==> config.mk <==
export PLATFORM = sky130hd
export DESIGN_NAME = mem_requester
export DESIGN_NICKNAME = d
export VERILOG_FILES = /design/src/rtl/mem_requester.sv
export SDC_FILE = /design/constraint.sdc
export NUM_CORES = 1
export LEC_CHECK = 0
export BUFFER_PORTS_ARGS = -buffer_cell sky130_fd_sc_hd__buf_2
export CAP_MARGIN = 20
export CORE_ASPECT_RATIO = 1.4
export CORE_MARGIN = 2
export CORE_UTILIZATION = 49
export DETAILED_ROUTE_END_ITERATION = 8
export HOLD_SLACK_MARGIN = 0.15
export PLACE_DENSITY = 0.91
export SETUP_SLACK_MARGIN = 0.15
export SYNTH_ARGS = -nofsm -noshare
export SYNTH_HDL_FRONTEND = slang
export SYNTH_SLANG_ARGS = --single-unit
==> constraint.sdc <==
create_clock -name clk -period 2.26 [get_ports clk]
set_clock_uncertainty 0.1 [all_clocks]
set_input_delay 0.113 -clock clk [delete_from_list [all_inputs] [get_ports clk]]
set_output_delay 0.113 -clock clk [all_outputs]
set_load 0.02 [all_outputs]
==> src/rtl/mem_requester.sv <==
// Arbitrates instruction-fetch and MEM-stage data requests and issues one access at a time
// to the RAM1/UART memory controller. The UART status register is answered locally.
module mem_requester #(
  parameter logic [15:0] UART_DATA_ADDR = 16'hBF00,
  parameter logic [15:0] UART_STAT_ADDR = 16'hBF01,
  parameter int unsigned TIMEOUT        = 1023
) (
  input  logic        clk,
  input  logic        rst,
  input  logic        if_req,
  input  logic [15:0] if_addr,
  output logic [15:0] if_data,
  output logic        if_valid,
  input  logic        d_rd,
  input  logic        d_wr,
  input  logic [15:0] d_addr,
  input  logic [15:0] d_wdata,
  output logic [15:0] d_rdata,
  output logic        d_valid,
  output logic        stall,
  output logic        err,
  output logic        need_to_work,
  output logic        mem_rd,
  output logic        mem_wr,
  output logic [15:0] mem_addr,
  output logic [15:0] mem_value,
  input  logic        work_done,
  input  logic [15:0] result,
  input  logic [3:0]  front,
  input  logic [3:0]  tail
);

  localparam int unsigned CntW = $clog2(TIMEOUT + 1);

  typedef enum logic [1:0] {StIdle, StIssue, StWait, StResp} state_e;

  state_e            state_q, state_d;
  logic              sel_data_q, sel_data_d;
  logic              ntw_q, ntw_d;
  logic              mem_rd_q, mem_rd_d;
  logic              mem_wr_q, mem_wr_d;
  logic [15:0]       mem_addr_q, mem_addr_d;
  logic [15:0]       mem_value_q, mem_value_d;
  logic [15:0]       if_data_q, if_data_d;
  logic [15:0]       d_rdata_q, d_rdata_d;
  logic              err_q, err_d;
  logic [CntW-1:0]   cnt_q, cnt_d;

  logic data_req;
  logic stat_rd;
  logic timeout_hit;

  assign data_req    = d_rd | d_wr;
  // If both addresses are configured equal, the data port wins and the access is forwarded.
  assign stat_rd     = d_rd && !d_wr && (d_addr == UART_STAT_ADDR) &&
                       (UART_STAT_ADDR != UART_DATA_ADDR);
  assign timeout_hit = (cnt_q == CntW'(TIMEOUT - 1));

  always_comb begin
    state_d     = state_q;
    sel_data_d  = sel_data_q;
    ntw_d       = ntw_q;
    mem_rd_d    = mem_rd_q;
    mem_wr_d    = mem_wr_q;
    mem_addr_d  = mem_addr_q;
    mem_value_d = mem_value_q;
    if_data_d   = if_data_q;
    d_rdata_d   = d_rdata_q;
    err_d       = err_q;
    cnt_d       = '0;

    unique case (state_q)
      StIdle: begin
        if (data_req) begin
          sel_data_d = 1'b1;
          if (stat_rd) begin
            d_rdata_d = {14'b0, (front != tail), 1'b1};
            state_d   = StResp;
          end else begin
            mem_addr_d  = d_addr;
            mem_value_d = d_wdata;
            mem_wr_d    = d_wr;
            mem_rd_d    = !d_wr;
            ntw_d       = 1'b1;
            state_d     = StIssue;
          end
        end else if (if_req) begin
          sel_data_d = 1'b0;
          mem_addr_d = if_addr;
          mem_rd_d   = 1'b1;
          mem_wr_d   = 1'b0;
          ntw_d      = 1'b1;
          state_d    = StIssue;
        end
      end
      StIssue, StWait: begin
        cnt_d = cnt_q + 1'b1;
        if (state_q == StWait && work_done) begin
          if (sel_data_q && mem_rd_q) d_rdata_d = result;
          else if (!sel_data_q)       if_data_d = result;
          state_d = StResp;
        end else if (timeout_hit) begin
          err_d   = 1'b1;
          ntw_d   = 1'b0;
          if (sel_data_q) d_rdata_d = 16'hFFFF;
          else            if_data_d = 16'hFFFF;
          state_d = StResp;
        end else if (state_q == StIssue && !work_done) begin
          // work_done still high means the controller is draining an RX byte first.
          ntw_d   = 1'b0;
          state_d = StWait;
        end
      end
      StResp: begin
        mem_rd_d = 1'b0;
        mem_wr_d = 1'b0;
        state_d  = StIdle;
      end
      default: state_d = StIdle;
    endcase
  end

  always_ff @(posedge clk or negedge rst) begin
    if (!rst) begin
      state_q     <= StIdle;
      sel_data_q  <= 1'b0;
      ntw_q       <= 1'b0;
      mem_rd_q    <= 1'b0;
      mem_wr_q    <= 1'b0;
      mem_addr_q  <= '0;
      mem_value_q <= '0;
      if_data_q   <= '0;
      d_rdata_q   <= '0;
      err_q       <= 1'b0;
      cnt_q       <= '0;
    end else begin
      state_q     <= state_d;
      sel_data_q  <= sel_data_d;
      ntw_q       <= ntw_d;
      mem_rd_q    <= mem_rd_d;
      mem_wr_q    <= mem_wr_d;
      mem_addr_q  <= mem_addr_d;
      mem_value_q <= mem_value_d;
      if_data_q   <= if_data_d;
      d_rdata_q   <= d_rdata_d;
      err_q       <= err_d;
      cnt_q       <= cnt_d;
    end
  end

  always_comb begin
    stall = 1'b1;
    unique case (state_q)
      StIdle:  stall = data_req | if_req;
      StResp:  stall = sel_data_q ? if_req : data_req;
      default: stall = 1'b1;
    endcase
  end

  assign if_valid     = (state_q == StResp) && !sel_data_q;
  assign d_valid      = (state_q == StResp) && sel_data_q;
  assign need_to_work = ntw_q;
  assign mem_rd       = mem_rd_q;
  assign mem_wr       = mem_wr_q;
  assign mem_addr     = mem_addr_q;
  assign mem_value    = mem_value_q;
  assign if_data      = if_data_q;
  assign d_rdata      = d_rdata_q;
  assign err          = err_q;

endmodule

==> metrics.md, run 1 <==
| Metric | Value |
|---|---|
| Power Density | `1360 nW/um2` |
| Post-synth EDFFs | `0` |
| Top cell type's share of synthesized area | `0.534` |
| Commonest non-fill, non-tap cell in the layout | `buf_2` |
| Antenna viol nets, final | `0` |
| Synthesized instance count | `322` |
| P_leak | `2.80 nW` |
| Vert. Die Dim | `~110 um` |
| Reg2reg end | `if_data[0]$_DFFE_PN0P_` |
| First-pass GRT wire length | `16,900 um` |
| Place WS | `roughly 0.092 ns` |
| Hold Crit Class | `input pin to asynchronous set/reset pin` |
| Final setup fails | `0` |
| Vias per inst | `between 5 and 6` |
| Port Buffers | `148` |
| Worst-margin pin slew | `around 0.63 ns` |
| Syn Nets | `about 410` |
| WL per Instance | `16.4 um` |
| YS warnings | `0` |
| Netlist Area Pre-Place | `about 3800 um2` |
| Critical Path Source | `cnt_q[0]$_DFF_PN0_` |
| Total number of vias | `approximately 3,400` |
| Most frequent cells in the layout | `147 x buf_2, 81 x dfrtp_1, 70 x dlygate4sd3_1` |
| Root Driver | `clkbuf_8` |
| Clk sinks | `81` |
| Post-Synth XOR/XNOR Area | `0.0254` |
| Most area-consuming cells after synthesis | `dfrtp_1 53%, mux2i_1 9.2%, mux2_4 4.0%` |
| Final #Nets | `roughly 640` |
| Largest net degree at the start of global routing | `between 40 and 50` |
| Area of the core | `7650 um2` |
| Critical Path Start Type | `flop` |
| Crit-path max cell delay | `~0.40 ns` |
| GRT Util Overall | `0.259` |
| 1st-pass router iterations | `4` |
| Non-Filler Instances | `between 600 and 700` |
| First-iteration detailed-routing DRC count | `164` |
| Worst setup margin | `~0.25 ns` |
| Adder and majority gate portion of the synthesized area | `0.0231` |
| Primary FF master, synth | `dfrtp_1` |
| Main combinational cell family by area after synthesis | `multiplexers` |
| Reg2reg setup slack | `~0.25 ns` |
| Max Freq | `498 MHz` |
| Number of global-route vias before repair | `3,541` |
| Critical Path End | `if_data[0]$_DFFE_PN0P_` |
| Placed Cells | `approximately 560` |
| Yosys cell types | `45` |
| Max H-tree Level | `3` |
| Overflow after GRT | `0` |
| Register bit total from synthesis | `a little over 80` |
| Crit path buffers/inverters | `1` |
| Layout cells sized above 1 | `0.386` |
| Final Hold Fails | `0` |
| CP cell instances | `inv_1 -> ha_1 -> and4_1 -> and3_2 -> nand2b_1 -> and3b_2 -> o22a_1` |
| Starting Density | `0.496` |
| Die Width | `~78 um` |
| Synth Area in Simple Gates | `0.0958` |
| Max-cap violations | `0` |
| CTS buffer count | `9` |
| N_diodes | `0` |
| Std cell rows | `38` |
| Clk_lat worst skew | `between 0.3 and 0.4 ns` |
| DRC | `0` |
| Max VDD drop | `0.931 mV` |
| FILL cells | `roughly 520` |
| Final Instance Area | `approximately 5700 um2` |
| Sequential share of the synthesized area | `0.534` |
| CP arrival | `~2.2 ns` |
| Post-synthesis mux area share | `0.158` |
| Reg clk slew, reported paths | `0.09 ns` |
| Total length of routed wires | `10,800 um` |
| WP data required | `approximately 2.4 ns` |
| Setup TNS Final | `0 ns` |
| Critical-path top delay cell | `dfrtp_1` |
| Async SR Flop Fraction | `1.00` |
| Kind of cell adding the most delay to the critical path | `simple AND/OR/NAND/NOR gates` |
| Antenna violations before repair | `0` |
| Post-DP HPWL | `between 6000 and 7000 um` |
| Area delta synth->final | `49.3%` |
| FF-to-FF Start | `cnt_q[0]$_DFF_PN0_` |
| Pins Over Slew Limit | `0` |
| Reg2Reg Depth | `7` |
| RSZ-0062 raised after global routing | `false` |
| Element type at the critical path end | `flop` |
| Routability Congestion | `about 0.77` |
| Stages on the worst setup path | `7` |
| Status | `completed` |
| Final Cycle Share | `0.888` |
| CTS tree | `built` |
| Relative slew slack | `0.579` |
| Ports | `149` |
| Worst Path Max Fanout | `16` |
| Die footprint | `about 8500 um2` |
| Placed cell areas | `4670 um2` |
| Worst-case clock buffer depth | `2` |
| Post-Syn Area per Cell | `~12 um2` |
| CP Class | `flop to flop` |
| Fin crit period | `around 2 ns` |
| Largest area contributor in the netlist | `dfrtp_1` |
| Post-synthesis compound-gate area fraction | `0.117` |
[area by class of cell]
type / instances / area (um2) / share of cell area
clock buffers: 9 / 124 / 0.0218
clock inverters: 7 / 75.1 / 0.0132
inverters: 22 / 82.6 / 0.0146
multi-input cells: 203 / 1620 / 0.286
flip-flops and latches: 81 / 2030 / 0.357
well taps: 100 / 125 / 0.0221
repair buffers: 233 / 1620 / 0.285
[metal layers]
metal,vias to the layer above,part of all wire,track usage
li1,1585,-,-
met1,1650,0.38,0.297
met2,142,0.52,0.451
met3,32,0.061,0.0526
met4,0,0.040,0.145
met5,-,0,0
[worst min-delay path by stage]
stage | startpoint | cells past startpoint | slack (ns) | to
6_report | rst | 2 | 0.21 | if_data[12]$_DFFE_PN0P_
5_1_grt | rst | 2 | 0.24 | if_data[12]$_DFFE_PN0P_
4_1_cts | rst | 2 | 0.17 | if_data[10]$_DFFE_PN0P_
3_5_place_dp | rst | 1 | 0.04 | if_data[12]$_DFFE_PN0P_
3_3_place_gp | rst | 1 | 0.03 | if_data[10]$_DFFE_PN0P_
2_1_floorplan | rst | 0 | -0.28 | cnt_q[0]$_DFF_PN0_
[registers in the layout (all words and copies together), names as in the netlist]
register and flops:
if_data 16, cnt_q 10, mem_addr 16, err 1
mem_value 16, mem_rd 1, need_to_work 1, mem_wr 1
d_rdata 16, state_q 2, sel_data_q 1
[where the power goes]
part           switching, mW  internal [mW]  total [mW]
clock network          0.545          0.520        1.06
registers              0.416           2.13        2.54
logic                   2.32           1.79        4.11
total                   3.29           4.43        7.72
[kinds of logic (layout without fill, tap and decap cells)]
logic type / Yosys count / count (layout)
simple gates: 62 / 62
flops: 81 / 81
buf+inv: 38 / 271
compound gates: 69 / 69
fa+ha+maj: 7 / 7
xor+xnor: 11 / 11
mux: 54 / 54
[cell usage after synthesis (all sizes together) (2+ instances only)]
cell     instances
a21oi           19
nand2            6
or2              2
inv             22
mux2            19
and4             3
clkbuf           8
o22a            16
nor2b            2
nand4            2
dfrtp           81
o21ai           23
nor2            20
and2             8
and3             2
buf              8
nand3            3
xnor2            6
mux2i           35
nand2b           4
a2bb2oi          2
nor4             3
xor2             5
ha               7
o22ai            2
nand4b           3
[timing repair]
item / 4_1_cts / 5_1_grt
hold buffers: 70 / 0
pin swaps: 0 / 1
resized for setup: 5 / 7
setup buffers: 0 / 4
setup endpoints to repair: 17 / 45
endpoints found under the hold margin: 149 / 0
cloned: 0 / 1
[per-stage QoR]
step | hold slack [ns] | total power [mW] | util
2_1_floorplan | -0.283 | 5.10 | -
3_3_place_gp | 0.0310 | 6.15 | 0.610
4_1_cts | 0.174 | 7.57 | 0.730
6_report | 0.206 | 7.72 | 0.741
3_5_place_dp | 0.0397 | 6.32 | 0.610
5_1_grt | 0.235 | 8.23 | 0.741
(Power assumes the default switching activity.)
==> run 2, diff against run 1 <==
--- a/config.mk
+++ b/config.mk
@@ -5,6 +5,7 @@
 export SDC_FILE = /design/constraint.sdc
 export NUM_CORES = 1
 export LEC_CHECK = 0
+export ABC_AREA = 1
 export BUFFER_PORTS_ARGS = -buffer_cell sky130_fd_sc_hd__buf_2
 export CAP_MARGIN = 20
 export CORE_ASPECT_RATIO = 1.4
==> run 2 against run 1 <==
Sequential share of layout area is 0.54 points lower. Core utilization is 0.21 points higher. Combinational power is 5.8% higher. Die area is 2.9% higher. Cell count is 24% higher. Via count is 24% higher. Hold slack worse by 0.040 ns. Critical endpoint is now d_rdata[14]$_DFFE_PN0P_. Largest power group unchanged.
==> metrics.md, run 2 <==
| Metric | Value |
|---|---|
| Hold WS | `~0.17 ns` |
| CTS buffer count | `9` |
| DRC | `0` |
| CP arrival | `~2.3 ns` |
| Status | `completed` |
| Critical-path top delay cell | `dfrtp_1` |
| First-pass GRT wire length | `around 19,000 um` |
| Worst-margin pin slew | `0.481 ns` |
| Max Freq | `between 400 and 500 MHz` |
| CP Class | `flop to flop` |
| Max H-tree Level | `3` |
| Number of global-route vias before repair | `4,128` |
| Antenna violations before repair | `1` |
| Yosys cell types | `30` |
| Setup TNS Final | `0 ns` |
| WP data required | `2.44 ns` |
| Final Hold Fails | `0` |
| Overflow after GRT | `0` |
| GRT Util Overall | `0.277` |
| Total length of routed wires | `around 12,000 um` |
| Max VDD drop | `about 0.78 mV` |
| Hold Crit Class | `input pin to asynchronous set/reset pin` |
| Most frequent cell after synthesis | `nand2_1` |
| Top cell type's share of synthesized area | `0.518` |
| Largest net degree at the start of global routing | `47` |
| Element type at the critical path end | `flop` |
| Starting Density | `0.505` |
| Max-cap violations | `0` |
| Async SR Flop Fraction | `1.00` |
| CP most frequent cell | `nand2_1` |
| YS warnings | `0` |
| FILL cells | `525` |
| Worst-case clock buffer depth | `2` |
| Reg clk slew, reported paths | `approximately 0.090 ns` |
| Placed Cells | `715` |
| Sequential share of the synthesized area | `0.518` |
| Final #Nets | `around 790` |
| First-iteration detailed-routing DRC count | `roughly 260` |
| Most area-consuming cells after synthesis | `dfrtp_1 52%, nand2_1 12%, o21ai_0 5.9%` |
| Largest area contributor in the netlist | `dfrtp_1` |
| Clk_lat worst skew | `roughly 0.34 ns` |
| Fin crit period | `around 2.1 ns` |
| Crit-path max cell delay | `between 0.4 and 0.5 ns` |
| Clk sinks | `roughly 80` |
| CTS tree | `built` |
| Final setup fails | `0` |
| Place WS | `roughly 0.19 ns` |
| Post-Syn Area per Cell | `8.19 um2` |
| PnR Total Power | `approximately 7.9 mW` |
| Syn Nets | `563` |
| Port Buffers | `roughly 150` |
| Post-DP HPWL | `7440 um` |
| Most frequent cells in the layout | `148 x buf_2, 127 x nand2_1, 81 x dfrtp_1` |
| Most frequent cells after synthesis | `127 x nand2_1, 81 x dfrtp_1, 59 x nor2_1` |
| RSZ-0062 raised after global routing | `true` |
| Die footprint | `8730 um2` |
| Worst Path Max Fanout | `9` |
| Area delta synth->final | `47.1%` |
| CP cell instances | `inv_1 -> ha_2 -> inv_4 -> nand2_1 -> nand3_1 -> nand2_1 -> a21oi_4 -> buf_12 -> buf_2 -> nand3_1 -> nand2_1` |
| Worst setup margin | `0.179 ns` |
| Post-synth EDFFs | `0` |
| Commonest non-fill, non-tap cell in the layout | `buf_2` |
| Pins Over Slew Limit | `0` |
| Relative slew slack | `0.680` |
| Vias per inst | `approximately 5.2` |
| Ports | `149` |
| WL per Instance | `around 15 um` |
| Vert. Die Dim | `110 um` |
| Critical Path Start Type | `flop` |
| Antenna viol nets, final | `0` |
| Power Density | `~1400 nW/um2` |
| Routability Congestion | `0.879` |
| 1st-pass router iterations | `7` |
| Total number of vias | `around 4,200` |
| Root Driver | `clkbuf_8` |
| Non-Filler Instances | `just over 800` |
| Die Width | `just under 80 um` |
| Register bit total from synthesis | `just over 80` |
| P_leak | `roughly 3 nW` |
| Netlist Area Pre-Place | `roughly 3900 um2` |
| Final Cycle Share | `0.921` |
| Layout cells sized above 1 | `0.275` |
| Area of the core | `7750 um2` |
| Std cell rows | `38` |
| Synthesized instance count | `between 400 and 500` |
| Primary FF master, synth | `dfrtp_1` |
==> run 2: path summary, 6_finish.rpt <==
path / start / to / slack [ns] / depth (start not counted)
max: state_q[1]$_DFFE_PN0P_ / d_rdata[14]$_DFFE_PN0P_ / 0.18 / 11
min: rst / if_data[12]$_DFFE_PN0P_ / 0.17 / 2
max reg2reg: state_q[1]$_DFFE_PN0P_ / d_rdata[14]$_DFFE_PN0P_ / 0.18 / 11
min reg2reg: d_rdata[3]$_DFFE_PN0P_ / d_rdata[3]$_DFFE_PN0P_ / 0.38 / 2
max in group asynchronous: rst / cnt_q[8]$_DFF_PN0_ / 1.28 / 3
min in group clk: d_addr[4] / need_to_work$_DFFE_PN0P_ / 0.17 / 7
==> run 2: metal layers <==
metal | vias to the layer above | track usage | wire (um)
met3 | 48 | 0.0525 | 724
met2 | 207 | 0.506 | 6750
met5 | - | 0 | 0
li1 | 1978 | - | -
met1 | 1979 | 0.314 | 4510
met4 | 0 | 0.117 | 436
==> run 2: kinds of logic (layout without fill, tap and decap cells) <==
logic type,Yosys count,count (layout),share of synthesized area
and+or+nand+nor,240,241,0.259
AOI/OAI and AO/OA,73,73,0.0979
muxes,11,11,0.0281
other,0,1,0
buffers and inverters,64,294,0.0700
adders and majority gates,7,7,0.0224
DFF,81,81,0.518
xor gates and xnor gates,2,2,0.00448
==> run 2: report_power, final <==
part	switching, mW	total [mW]	internal [mW]
registers	0.402	2.50	2.10
clock network	0.540	1.09	0.550
logic	2.76	4.35	1.59
total	3.70	7.94	4.24
==> run 2: critical path, delay by kind of cell (launching register included) <==
family,cells,cell delay [ns]
buffers and inverters,4,0.56
and+or+nand+nor,5,0.44
adders and majority gates,1,0.33
AOI/OAI and AO/OA,1,0.16
DFF,1,0.43
==> run 2: what timing repair did <==
action                                  in CTS  in global routing
hold buffers                                71                  0
gates resized for setup                      0                  7
endpoints found under the setup margin       0                 35
setup buffers                                0                  5
hold endpoints to repair                   150                  0
==> run 2: metrics by stage <==
stage / instance area [um2] / utilization
floorplan: 3910 / -
global placement: 4750 / 0.613
detailed placement: 4750 / 0.613
CTS: 5660 / 0.731
global route: 5760 / 0.743
finish: 5760 / 0.743
==> run 2: layout make-up <==
class | instances | area, um2 | area share
Clock buffer | 11 | 141 | 0.0246
Sequential cell | 81 | 2030 | 0.352
Tap cell | 100 | 125 | 0.0217
Inverter | 45 | 171 | 0.0298
Multi-Input combinational cell | 334 | 1640 | 0.285
Antenna cell | 1 | 2.50 | 0.000435
Clock inverter | 5 | 63.8 | 0.0111
Timing Repair Buffer | 233 | 1590 | 0.275
==> run 3, diff against run 2 <==
--- a/config.mk
+++ b/config.mk
@@ -8,9 +8,11 @@
 export ABC_AREA = 1
 export BUFFER_PORTS_ARGS = -buffer_cell sky130_fd_sc_hd__buf_2
 export CAP_MARGIN = 20
+export CELL_PAD_IN_SITES_DETAIL_PLACEMENT = 0
+export CELL_PAD_IN_SITES_GLOBAL_PLACEMENT = 1
 export CORE_ASPECT_RATIO = 1.4
 export CORE_MARGIN = 2
-export CORE_UTILIZATION = 49
+export CORE_UTILIZATION = 35
 export DETAILED_ROUTE_END_ITERATION = 8
 export HOLD_SLACK_MARGIN = 0.15
 export PLACE_DENSITY = 0.91
==> run 3 against run 2 <==
Die area is 38% higher. Register-to-register slack better by 0.14 ns. Non-clock buffer count is 9 lower. First-iteration DRC count fell by 34%. Clock-buffer cell count decreased by 1. Via count decreased by 7.0%. Power shrank 2.4%. Hold slack got worse by 0.0063 ns. Critical path depth down 4. Final area grew 0.48%. Core utilization shrank 21 points. Critical endpoint is now mem_addr[3]$_DFFE_PN0P_. Largest cell class unchanged.
==> metrics.md, run 3 (synthesized netlist as in run 2, its figures left out) <==
| Metric | Value |
|---|---|
| Final Instance Area | `just under 6000 um2` |
| FF-to-FF Start | `state_q[0]$_DFFE_PN0P_` |
| First-iteration detailed-routing DRC count | `~170` |
| Power Density | `1340 nW/um2` |
| RSZ-0062 raised after global routing | `false` |
| Status | `completed` |
| Area of the core | `~11,000 um2` |
| Clk sinks | `just over 80` |
| Min-Delay Endpoint | `mem_wr$_DFFE_PN0P_` |
| FILL cells | `1,021` |
| Met1 usage | `0.223` |
| Max Freq | `slightly below 500 MHz` |
| Commonest non-fill, non-tap cell in the layout | `buf_2` |
| Element type at the critical path end | `flop` |
| Crit-path max cell delay | `roughly 0.58 ns` |
| Post-DP HPWL | `approximately 7600 um` |
| WP data required | `approximately 2.4 ns` |
| Relative slew slack | `0.682` |
| CTS tree | `built` |
| CTS buffer count | `9` |
| GRT Util Overall | `0.188` |
| Reg2reg setup slack | `around 0.32 ns` |
| Port Buffers | `between 100 and 150` |
| Vert. Die Dim | `around 130 um` |
| Reg2Reg Depth | `10` |
| 1st-pass router iterations | `4` |
| Layout cells sized above 1 | `0.269` |
| Max VDD drop | `~0.57 mV` |
| Met2 usage | `0.331` |
| Global route hottest layer | `met2` |
| Critical-path top delay cell | `dlygate4sd3_1` |
| CP cell instances | `dlygate4sd3_1 -> buf_2 -> nor2_2 -> buf_4 -> mux2i_1 -> dlygate4sd3_1 -> o21ai_0` |
| Worst setup margin | `about 0.23 ns` |
| Routability Congestion | `approximately 0.83` |
| Worst hold stages | `6` |
| Max-cap violations | `0` |
| Final Hold Fails | `0` |
| Antenna violations before repair | `0` |
| Root Driver | `clkbuf_16` |
| Hold Path Origin | `d_rd` |
| Antenna viol nets, final | `0` |
| DRC | `0` |
| Hold Crit Class | `input pin to flop` |
| Final setup fails | `0` |
| Routing usage on met3 | `0.0401` |
| Total length of routed wires | `around 11,000 um` |
| Final #Nets | `779` |
| Reg2reg end | `d_rdata[12]$_DFFE_PN0P_` |
| CP arrival | `2.12 ns` |
| Die footprint | `12,100 um2` |
| Std cell rows | `between 40 and 50` |
| CP most frequent cell | `dlygate4sd3_1` |
| Worst-case clock buffer depth | `2` |
| CP Class | `input pin to flop` |
| Pins Over Slew Limit | `0` |
| Total number of vias | `3,917` |
| Number of global-route vias before repair | `~3,800` |
| P_leak | `approximately 3.1 nW` |
| First-pass GRT wire length | `18,100 um` |
| Setup TNS Final | `0 ns` |
| Clk_lat worst skew | `0.33 ns` |
| Hold WS | `~0.16 ns` |
| Fin crit period | `between 2 and 2.5 ns` |
| Die Width | `a little over 90 um` |
| Critical Path Start Type | `input pin` |
| Max H-tree Level | `3` |
| Reg clk slew, reported paths | `0.06 ns` |
| Starting Density | `0.360` |
| Overflow after GRT | `0` |
| Ports | `149` |
| Worst Path Max Fanout | `12` |
| Most frequent cells in the layout | `147 x buf_2, 127 x nand2_1, 81 x dfrtp_1` |
| WL per Instance | `13.2 um` |
| Largest net degree at the start of global routing | `48` |
| Vias per inst | `4.66` |
| Worst-margin pin slew | `0.476 ns` |
| Placed cell areas | `4800 um2` |
| Final Cycle Share | `0.897` |
| Place WS | `0.217 ns` |
| Area delta synth->final | `47.8%` |
==> run 3: cell types whose count changed in the layout (fill, tap and decap cells not counted), sizes merged <==
cell	delta
nand2	-1
bufinv	-1
dlygate4sd3	-3
buf	-6
inv	+1
clkbuf	-1
==> run 3: worst max-delay path: cells and delay by family <==
kind,cells,cell delay [ns]
simple gates,1,0.13
mux,1,0.26
buf+inv,4,1.52
compound gates,1,0.10
==> run 3: stage by stage <==
stage,instances,total power [mW],utilization
after floorplan,478,5.08,-
after global placement,756,6.18,0.442
after detailed placement,756,6.27,0.442
after CTS,839,7.75,0.530
after global routing,839,8.37,0.532
final,840,7.75,0.532
==> run 3: area by class of cell <==
class	count	area (um2)	area share
sequential	81	2030	0.350
timing repair buffer	224	1500	0.259
multi-input combinational	333	1630	0.282
tap	141	176	0.0305
clock buffer	10	239	0.0413
inverter	45	171	0.0296
antenna	1	2.50	0.000433
clock inverter	5	38.8	0.00671
==> run 3: layer usage <==
layer  vias up  routed length, um
met3        20                554
li1       1962                  -
met1      1817               4510
met5         -                  0
met2       118               5830
met4         0                239
==> run 3: how the worst max path moves through the flow <==
| stage | slack (ns) | endpoint | start |
|---|---|---|---|
| 4_1_cts | 0.20 | d_rdata[12]$_DFFE_PN0P_ | state_q[0]$_DFFE_PN0P_ |
| 5_1_grt | 0.14 | d_rdata[12]$_DFFE_PN0P_ | state_q[0]$_DFFE_PN0P_ |
| 3_3_place_gp | 0.34 | d_rdata[12]$_DFFE_PN0P_ | state_q[0]$_DFFE_PN0P_ |
| 3_5_place_dp | 0.22 | d_rdata[12]$_DFFE_PN0P_ | state_q[0]$_DFFE_PN0P_ |
| 6_report | 0.23 | mem_addr[3]$_DFFE_PN0P_ | d_wr |
| 2_1_floorplan | 0.37 | d_rdata[10]$_DFFE_PN0P_ | state_q[0]$_DFFE_PN0P_ |
==> run 3: power breakdown <==
group | switching, mW | internal [mW]
combinational | 2.54 | 1.36
clock | 0.576 | 0.775
sequential | 0.391 | 2.10
total | 3.51 | 4.24
==> run 3: repair_timing <==
item                                    CTS  global route
setup buffers                             0             0
endpoints found under the setup margin    0            33
endpoints found under the hold margin   149             0
hold buffers                             68             0
resized for setup                         0             6
